`src/rtl/uart_sched_pkg.sv`:
```
// Shared types and constants for the UART transmit scheduler slice.
package uart_sched_pkg;

  // Scheduler FSM: IDLE picks a requester, SEND offers one byte to the UART.
  typedef enum logic {
    IDLE = 1'b0,
    SEND = 1'b1
  } state_t;

  // Grant encoding, also used for the "last served" bookkeeping.
  localparam logic GR_CPU = 1'b0;
  localparam logic GR_DBG = 1'b1;

  // MMIO register offsets inside the UART region.
  localparam logic [3:0] TX_CTRL = 4'h0;
  localparam logic [3:0] RX_CTRL = 4'h4;
  localparam logic [3:0] TX_DATA = 4'h8;
  localparam logic [3:0] RX_DATA = 4'hC;

  // Region tag carried on address bits [31:28] for the UART block.
  localparam logic [3:0] UART_REGION = 4'h8;

endpackage

```
`src/rtl/uart_byte_fifo.sv`:
```
// Small byte FIFO, one per requester. Head byte is always visible on o_data.
module uart_byte_fifo #(
  parameter  int DEPTH = 4,
  localparam int CW    = $clog2(DEPTH + 1),
  localparam int AW    = $clog2(DEPTH)
) (
  input  logic          clk,
  input  logic          rst_n,
  input  logic          i_push,
  input  logic [7:0]    i_data,
  input  logic          i_pop,
  output logic [7:0]    o_data,
  output logic [CW-1:0] o_count,
  output logic          o_full,
  output logic          o_empty
);

  logic [7:0]    r_mem [DEPTH];
  logic [AW-1:0] r_wr_ptr;
  logic [AW-1:0] r_rd_ptr;
  logic [CW-1:0] r_count;
  logic          w_do_push;
  logic          w_do_pop;

  // A full FIFO refuses pushes even when a pop happens in the same cycle.
  assign w_do_push = i_push && !o_full;
  assign w_do_pop  = i_pop && !o_empty;

  assign o_full  = (r_count == DEPTH[CW-1:0]);
  assign o_empty = (r_count == '0);
  assign o_count = r_count;
  assign o_data  = r_mem[r_rd_ptr];

  // Storage needs no reset; the pointers and count define what is valid.
  always_ff @(posedge clk) begin
    if (w_do_push) begin
      r_mem[r_wr_ptr] <= i_data;
    end
  end

  // Pointers wrap naturally because DEPTH is a power of two.
  always_ff @(posedge clk or negedge rst_n) begin
    if (!rst_n) begin
      r_wr_ptr <= '0;
      r_rd_ptr <= '0;
      r_count  <= '0;
    end else begin
      if (w_do_push) begin
        r_wr_ptr <= r_wr_ptr + 1'b1;
      end
      if (w_do_pop) begin
        r_rd_ptr <= r_rd_ptr + 1'b1;
      end
      case ({w_do_push, w_do_pop})
        2'b10:   r_count <= r_count + 1'b1;
        2'b01:   r_count <= r_count - 1'b1;
        default: r_count <= r_count;
      endcase
    end
  end

endmodule

```
`src/rtl/uart_tx_sched.sv`:
```
// Round-robin scheduler between the CPU store path and the debug engine,
// feeding a single UART transmitter through a valid/ready byte port.
module uart_tx_sched
  import uart_sched_pkg::*;
#(
  parameter  int DEPTH    = 4,
  parameter  int LOCK_MAX = 16,
  localparam int CW       = $clog2(DEPTH + 1)
) (
  input  logic          clk,
  input  logic          rst_n,
  input  logic          cpu_wr_valid,
  input  logic [7:0]    cpu_wr_data,
  output logic          cpu_wr_ready,
  input  logic          dbg_wr_valid,
  input  logic [7:0]    dbg_wr_data,
  output logic          dbg_wr_ready,
  input  logic          dbg_lock,
  output logic [7:0]    uart_din,
  output logic          uart_din_valid,
  input  logic          uart_din_ready,
  output logic [CW-1:0] cpu_count,
  output logic [CW-1:0] dbg_count,
  output logic          busy
);

  state_t     r_state;
  logic       r_grant;
  logic       r_last_grant;
  logic [7:0] r_lock_cnt;
  logic [7:0] r_uart_din;
  logic       r_uart_din_valid;

  logic [7:0] w_cpu_data;
  logic [7:0] w_dbg_data;
  logic       w_cpu_full;
  logic       w_cpu_empty;
  logic       w_dbg_full;
  logic       w_dbg_empty;
  logic       w_accept;
  logic       w_cpu_pop;
  logic       w_dbg_pop;
  logic       w_lock_ok;
  logic       w_pick;

  uart_byte_fifo #(.DEPTH(DEPTH)) u_cpu_fifo (
    .clk     (clk),
    .rst_n   (rst_n),
    .i_push  (cpu_wr_valid),
    .i_data  (cpu_wr_data),
    .i_pop   (w_cpu_pop),
    .o_data  (w_cpu_data),
    .o_count (cpu_count),
    .o_full  (w_cpu_full),
    .o_empty (w_cpu_empty)
  );

  uart_byte_fifo #(.DEPTH(DEPTH)) u_dbg_fifo (
    .clk     (clk),
    .rst_n   (rst_n),
    .i_push  (dbg_wr_valid),
    .i_data  (dbg_wr_data),
    .i_pop   (w_dbg_pop),
    .o_data  (w_dbg_data),
    .o_count (dbg_count),
    .o_full  (w_dbg_full),
    .o_empty (w_dbg_empty)
  );

  assign w_accept  = (r_state == SEND) && uart_din_ready;
  assign w_cpu_pop = w_accept && (r_grant == GR_CPU);
  assign w_dbg_pop = w_accept && (r_grant == GR_DBG);

  // Debug may keep the line only while it was served last and under budget.
  assign w_lock_ok = (r_last_grant == GR_DBG) && dbg_lock && !w_dbg_empty &&
                     (r_lock_cnt < LOCK_MAX[7:0]);

  // Pick the next requester: lock override, then alternate on a tie.
  always_comb begin
    w_pick = GR_CPU;
    if (w_lock_ok) begin
      w_pick = GR_DBG;
    end else if (!w_cpu_empty && !w_dbg_empty) begin
      w_pick = ~r_last_grant;
    end else if (!w_dbg_empty) begin
      w_pick = GR_DBG;
    end
  end

  // FSM with registered byte/valid; the offered byte is frozen until accepted.
  always_ff @(posedge clk or negedge rst_n) begin
    if (!rst_n) begin
      r_state          <= IDLE;
      r_grant          <= GR_CPU;
      r_last_grant     <= GR_DBG;
      r_uart_din       <= 8'h00;
      r_uart_din_valid <= 1'b0;
    end else begin
      case (r_state)
        IDLE: begin
          if (!w_cpu_empty || !w_dbg_empty) begin
            r_state          <= SEND;
            r_grant          <= w_pick;
            r_uart_din       <= (w_pick == GR_DBG) ? w_dbg_data : w_cpu_data;
            r_uart_din_valid <= 1'b1;
          end
        end
        SEND: begin
          if (uart_din_ready) begin
            r_state          <= IDLE;
            r_last_grant     <= r_grant;
            r_uart_din_valid <= 1'b0;
          end
        end
        default: begin
          r_state          <= IDLE;
          r_uart_din_valid <= 1'b0;
        end
      endcase
    end
  end

  // Count consecutive locked debug bytes sent while the CPU is kept waiting.
  always_ff @(posedge clk or negedge rst_n) begin
    if (!rst_n) begin
      r_lock_cnt <= 8'h00;
    end else if (!dbg_lock || w_cpu_pop) begin
      r_lock_cnt <= 8'h00;
    end else if (w_dbg_pop && !w_cpu_empty && (r_lock_cnt != 8'hFF)) begin
      r_lock_cnt <= r_lock_cnt + 8'h01;
    end
  end

  assign uart_din       = r_uart_din;
  assign uart_din_valid = r_uart_din_valid;
  assign cpu_wr_ready   = !w_cpu_full;
  assign dbg_wr_ready   = !w_dbg_full;
  assign busy           = (r_state != IDLE) || !w_cpu_empty || !w_dbg_empty;

endmodule
```
`config.mk`:
```
export PLATFORM = sky130hd
export DESIGN_NAME = uart_tx_sched
export DESIGN_NICKNAME = d
export VERILOG_FILES = /design/src/rtl/uart_sched_pkg.sv /design/src/rtl/uart_byte_fifo.sv /design/src/rtl/uart_tx_sched.sv
export SDC_FILE = /design/constraint.sdc
export NUM_CORES = 1
export LEC_CHECK = 0
export ABC_AREA = 1
export CAP_MARGIN = 5
export CORE_UTILIZATION = 55
export CTS_CLUSTER_DIAMETER = 50
export CTS_CLUSTER_SIZE = 28
export DETAILED_ROUTE_END_ITERATION = 10
export DONT_BUFFER_PORTS = 1
export HOLD_SLACK_MARGIN = 0.08
export PLACE_DENSITY = 0.7
export SYNTH_ARGS = -nofsm -noshare
export SYNTH_HDL_FRONTEND = slang
export SYNTH_HIERARCHICAL = 1
export SYNTH_SLANG_ARGS = --single-unit
```
`constraint.sdc`:
```
create_clock -name clk -period 2.2 [get_ports clk]
set_input_delay 0.55 -clock clk [delete_from_list [all_inputs] [get_ports clk]]
set_output_delay 0.55 -clock clk [all_outputs]
set_load 0.005 [all_outputs]
```
## Yosys cells after proc, flatten, opt, wreduce, memory -nomap -nowiden

Memory sizes are Yosys's and may differ from the RTL's.
Cells that the tools add are included.

- Eq/ne operators: 9
- Bitwise gates (word level): 3
- $add $sub $neg: 9
- Multiplexer cells: 18
- $lt $le $gt $ge: 1
- Reduce and logical (&&, ||, !) cells: 30

Operator list:

| operator | number |
|---|---|
| $mux W8 | 3 |
| $logic_and A1 B1 Y1 | 13 |
| $pmux W3 S2 | 2 |
| $mux W1 | 11 |
| $add A2 B1 Y2 const B | 4 |
| $add A8 B1 Y8 const B | 1 |
| $lt A8 B5 Y1 const B | 1 |
| $ne A8 B8 Y1 const B | 1 |
| $add A3 B1 Y3 const B | 2 |
| $eq A3 B3 Y1 const B | 2 |
| $logic_not A3 Y1 | 2 |
| $reduce_and A2 Y1 | 3 |
| $reduce_bool A2 Y1 | 3 |
| $sub A3 B1 Y3 const B | 2 |
| $logic_not A1 Y1 | 5 |
| $eq A2 B1 Y1 const B | 2 |
| $eq A2 B2 Y1 const B | 2 |
| $logic_or A1 B1 Y1 | 4 |
| $ne A2 B2 Y1 const B | 2 |
| $pmux W1 S2 | 2 |
| $not A1 Y1 | 3 |

- Logic and storage cells: 84
- Bits in writable memories: 64
- Memories: 2
- Register bits: 34

Memories:

| memory | depth | bits a word | read ports | clocked after Yosys merged registers in | wr ports | line | source |
|---|---|---|---|---|---|---|---|
| u_cpu_fifo.r_mem | 4 | 8 | 1 | 0 | 1 | uart_byte_fifo.sv:18 | `logic [7:0] r_mem [DEPTH];` |
| u_dbg_fifo.r_mem | 4 | 8 | 1 | 0 | 1 | uart_byte_fifo.sv:18 |  |

## Logic depth before layout (Yosys ltp)

- Depth in word-level cells: 6
- Depth in mapped cells: 12
- Mapped depth without buffers: 12

## Cells and area by module

The synthesis kept the hierarchy.

By module, submodules not included:

| module | cells each | instances | seq. area each (µm²) | area each (µm²) |
|---|---|---|---|---|
| uart_byte_fifo | 154 | 2 | 1136.1 | 1751.7 |
| uart_tx_sched | 167 | 1 | 501.7 | 1179.9 |

## Worst setup path before layout

OpenSTA, ideal clock, no wires.

- Kind: input -> register
- From: input port uart_din_ready
- To: register u_cpu_fifo.r_count[2], in the netlist u_cpu_fifo/o_count[2]
- Data required time: 2.083 ns
- Arrival: 1.739 ns
- Path slack: 0.345 ns
- Cell stages on the path: 11
- Cells stage by stage: nand2_1 -> nor2_2 -> nand2_1 -> inv_1 -> ha_1 -> inv_1 -> fa_1 -> nand2_1 -> nand3_1 -> nand2_1 -> nand2_1

- Longest elaborated chain between the ends: 5
- Elaborated cells between the ends (all ways): 7
- Those cells by class: eq/ne: 2; mux: 1; reduce/logical: 4

RTL lines:

| element | line | source |
|---|---|---|
| start, declared | uart_tx_sched.sv:21 | `input logic uart_din_ready,` |
| $logic_and A1 B1 Y1 * | uart_tx_sched.sv:70 | `assign w_accept = (r_state == SEND) && uart_din_ready;` |
| $logic_and A1 B1 Y1 * | uart_tx_sched.sv:71 | `assign w_cpu_pop = w_accept && (r_grant == GR_CPU);` |
| via w_cpu_pop | uart_tx_sched.sv:41 | `logic w_cpu_pop;` |
| $logic_and A1 B1 Y1 * | uart_byte_fifo.sv:27 | `assign w_do_pop = i_pop && !o_empty;` |
| via u_cpu_fifo.w_do_pop | uart_byte_fifo.sv:23 | `logic w_do_pop;` |
| $eq A2 B1 Y1 / $eq A2 B2 Y1 (equally long branches) | uart_byte_fifo.sv:54 | `case ({w_do_push, w_do_pop})` |
| $pmux W3 S2 / $reduce_bool A2 Y1 (equally long branches) | n/a |  |
| end signal, assigned | uart_byte_fifo.sv:55 | `2'b10: r_count <= r_count + 1'b1;` |
| end signal, assigned | uart_byte_fifo.sv:56 | `2'b01: r_count <= r_count - 1'b1;` |
| end signal, assigned | uart_byte_fifo.sv:57 | `default: r_count <= r_count;` |
| end, declared | uart_byte_fifo.sv:21 | `logic [CW-1:0] r_count;` |

Mark *: on every way through the listed nets, which the timed path passes. The rest lies on a longest branch.
A chain may end at the register's enable or synchronous reset.

## Worst setup path in the final report

- From: register u_cpu_fifo.r_count[0], in the netlist u_cpu_fifo/o_count[0]
- To: output port busy

- Longest elaborated chain between the ends: 4

RTL lines:

| element | line | source |
|---|---|---|
| $logic_not A3 Y1 | uart_byte_fifo.sv:30 | `assign o_empty = (r_count == '0);` |
| via w_cpu_empty | uart_tx_sched.sv:37 | `logic w_cpu_empty;` |
| $logic_not A1 Y1 | uart_tx_sched.sv:138 | `assign busy = (r_state != IDLE) \|\| !w_cpu_empty \|\| !w_dbg_empty;` |
| $logic_or A1 B1 Y1 (2 in series) | uart_tx_sched.sv:138 |  |
| end, declared | uart_tx_sched.sv:24 | `output logic busy` |

The timed path passes the listed nets, and every way through them passes these cells.

==> metrics.txt <==
setup total negative slack 0 ns; Leakage about 2.3 nW; CTS tree built; CTS buffer count 9; hpwl dp about 6000 um; vias in the first global route 3026; commonest non-fill, non-tap cell in the layout nand2_1; final antenna-violating net count 0; number of placement rows 33; post-layout util about three fifths; clock root buffer clkbuf_8; Synthesis Warnings 6; antenna fix cells 0; RSZ-0062 raised after global routing no; post-synthesis cell area 4680 um2; Synth area leaders edfxtp_1 (41%), dfrtp_1 (18%), nand2_1 (11%); core area approximately 8200 um2; Clock Latency Late Sink about 0.36 ns; Avg Cell Area, Syn 9.86 um2; Vias/cell slightly above 5; Area growth, synth to finish 6.57%; FMAX around 0.5 GHz; post-placement setup slack ~0.18 ns; Crit Path Class register to primary output; Final Critical Period roughly 2.0 ns; Die ar. ~9000 um2; Starting Density between 50% and 60%; Die W roughly 94 um; P per Cell Area 1240 nW/um2; routed wire length roughly 8400 um; Max clock buf depth 2; Most common cell on crit path inv_1; clock tree sinks 98; Final setup viols 0; Least-Margin Pin Slew around 0.52 ns; largest family of logic cells by synthesized area simple AND/OR/NAND/NOR gates; Hold Path Class input pin to register; outcome finished clean; Slew headroom about two thirds; GPL Wtd Cong around 0.83; initial antenna violation count 0; Post-Synth XOR/XNOR Area 0.561%; first-pass GRT wire length between 10000 and 15000 um; Synth area leader edfxtp_1; highest cell delay on the worst timing path approximately 0.42 ns; final setup skew between 0.01 and 0.015 ns; nets@finish about 520; CP arrival roughly 1.5 ns; I/O pin total 40; CP endpoint kind primary output; Crit Path Max Fanout 5; pin count of the biggest net entering global routing 35; Synth Area in Compound Gates between 6 and 7%; startpoint types register; Pre-antenna DRT Iters 4; CP bufs+invs 2; final hold viol count 0; via count 3069; register area share after synthesis between 50% and 60%; critical path's top delay family flip-flops; final worst slack ~0.19 ns; WL per Instance 14.1 um; simple-gate portion of the synthesized area slightly below 20%; IO Port Bufs 0; post-CTS setup buffer count 0; layout cell share with drive strength beyond 1 under 10%; Die Y 94.3 um; Mapped Cells around 480; top-area cell type share of the netlist area between 40% and 50%; Total GRT Usage a little over a fifth; CP required 1.65 ns; Slew Viols, Final 0; most frequent cells in the layout nand2_1 (138), inv_1 (92), edfxtp_1 (64); DRC Markers 0; clock-pin slew on the worst setup and hold paths 0.11 ns; Yosys cell types 28; GRT Residual Overflow 0; post_cts resized 0; crit path max-delay cell type dfrtp_1; Net Count, Synth slightly above 500; #FFs+latches synth between 90 and 100; post-synthesis adder-cell area fraction approximately 3.8%; fraction of synthesized area in multiplexers 0%; Critical Path, Cell by Cell inv_1 > nand3_2 > inv_1 > nand3_1; htree depth 3; initial DRC count between 100 and 150; period utilization 91.6%; number of max-cap violations 0; VDD IR max between 0.7 and 0.8 mV; final hold slack around 0.28 ns
==> power by group <==
group	switching [mW]	leakage [nW]	total, mW	internal, mW
Sequential	0.324	1.01	2.81	2.48
Combinational	1.53	1.24	2.30	0.770
Clock	0.670	0.0936	1.10	0.433
Total	2.53	2.35	6.21	3.69
==> through the flow <==
step | instances | instance area, um2 | total power [mW]
2_1_floorplan | 475 | 4680 | 4.65
3_3_place_gp | 579 | 4780 | 5.07
3_5_place_dp | 579 | 4780 | 5.16
4_1_cts | 597 | 4990 | 6.27
5_1_grt | 597 | 4990 | 6.72
6_report | 597 | 4990 | 6.21
==> registers in the layout, summed over array words and instances, names as in the netlist, 2 cells and up <==
signal and count:
u_cpu_fifo/r_rd_ptr 2, u_dbg_fifo/r_mem 32, u_cpu_fifo/r_wr_ptr 2, r_lock_cnt 8, u_cpu_fifo/r_mem 32, u_cpu_fifo/o_count 3
u_dbg_fifo/r_rd_ptr 2, uart_din 8, u_dbg_fifo/r_wr_ptr 2, u_dbg_fifo/o_count 3
==> logic make-up after synthesis <==
kind of cell / count (synthesis)
buffers and inverters: 109
DFF: 98
AOI/OAI and AO/OA: 42
adders and majority gates: 13
xor gates and xnor gates: 3
and+or+nand+nor: 210
==> worst paths after layout <==
kind	startpoint	endpoint	slack (ns)	depth (start not counted)
max	u_cpu_fifo/o_count[0]$_DFFE_PN0P_	busy	0.19	4
min	dbg_wr_data[2]	u_dbg_fifo/r_mem[3][2]$_DFFE_PP_	0.28	0
max reg2reg	r_state$_DFF_PN0_	u_cpu_fifo/o_count[2]$_DFFE_PN0P_	0.28	11
min reg2reg	uart_din[4]$_DFFE_PN0P_	uart_din[4]$_DFFE_PN0P_	0.52	2
max in group asynchronous	rst_n	r_last_grant$_DFFE_PN1N_	1.30	2
min in group asynchronous	rst_n	r_lock_cnt[7]$_DFFE_PN0P_	0.64	2
==> cell type report <==
| type | count | area [um2] |
|---|---|---|
| Timing Repair Buffer | 10 | 90.1 |
| Tap cell | 105 | 131 |
| Fill cell | 683 | 3230 |
| Multi-Input combinational cell | 268 | 1440 |
| Clock inverter | 7 | 61.3 |
| Clock buffer | 9 | 124 |
| Inverter | 100 | 375 |
| Sequential cell | 98 | 2770 |
==> synth_stat cells, drive strengths merged <==
cell / n
buf: 7
o211ai: 32
fa: 2
edfxtp: 64
inv: 100
nand3b: 1
nand2: 142
dfstp: 1
a21oi: 1
nand4: 6
nand3: 40
xor2: 1
o21bai: 2
ha: 11
o21ai: 7
dfrtp: 33
clkbuf: 2
xnor2: 2
nor2: 21
==> worst reg2reg max path: cells and delay by family (launching register included) <==
kind,cells,cell delay [ns]
fa+ha+maj,2,0.55
buf+inv,2,0.14
simple gates,7,0.70
flops,1,0.42
==> layer usage <==
| layer | vias to the layer above | track usage [%] | wire length, um |
|---|---|---|---|
| met5 | - | 0 | 0 |
| met2 | 61 | 35.1 | 4100 |
| met4 | 0 | 6.41 | 62 |
| li1 | 1552 | - | - |
| met3 | 4 | 5.58 | 525 |
| met1 | 1452 | 27.1 | 3730 |
==> repair_timing <==
item / 4_1_cts / 5_1_grt
setup endpoints to repair: 0 / 0
hold buffers: 2 / 0
endpoints found under the hold margin: 34 / 0
No activity file was read; power rests on OpenSTA's default activity.
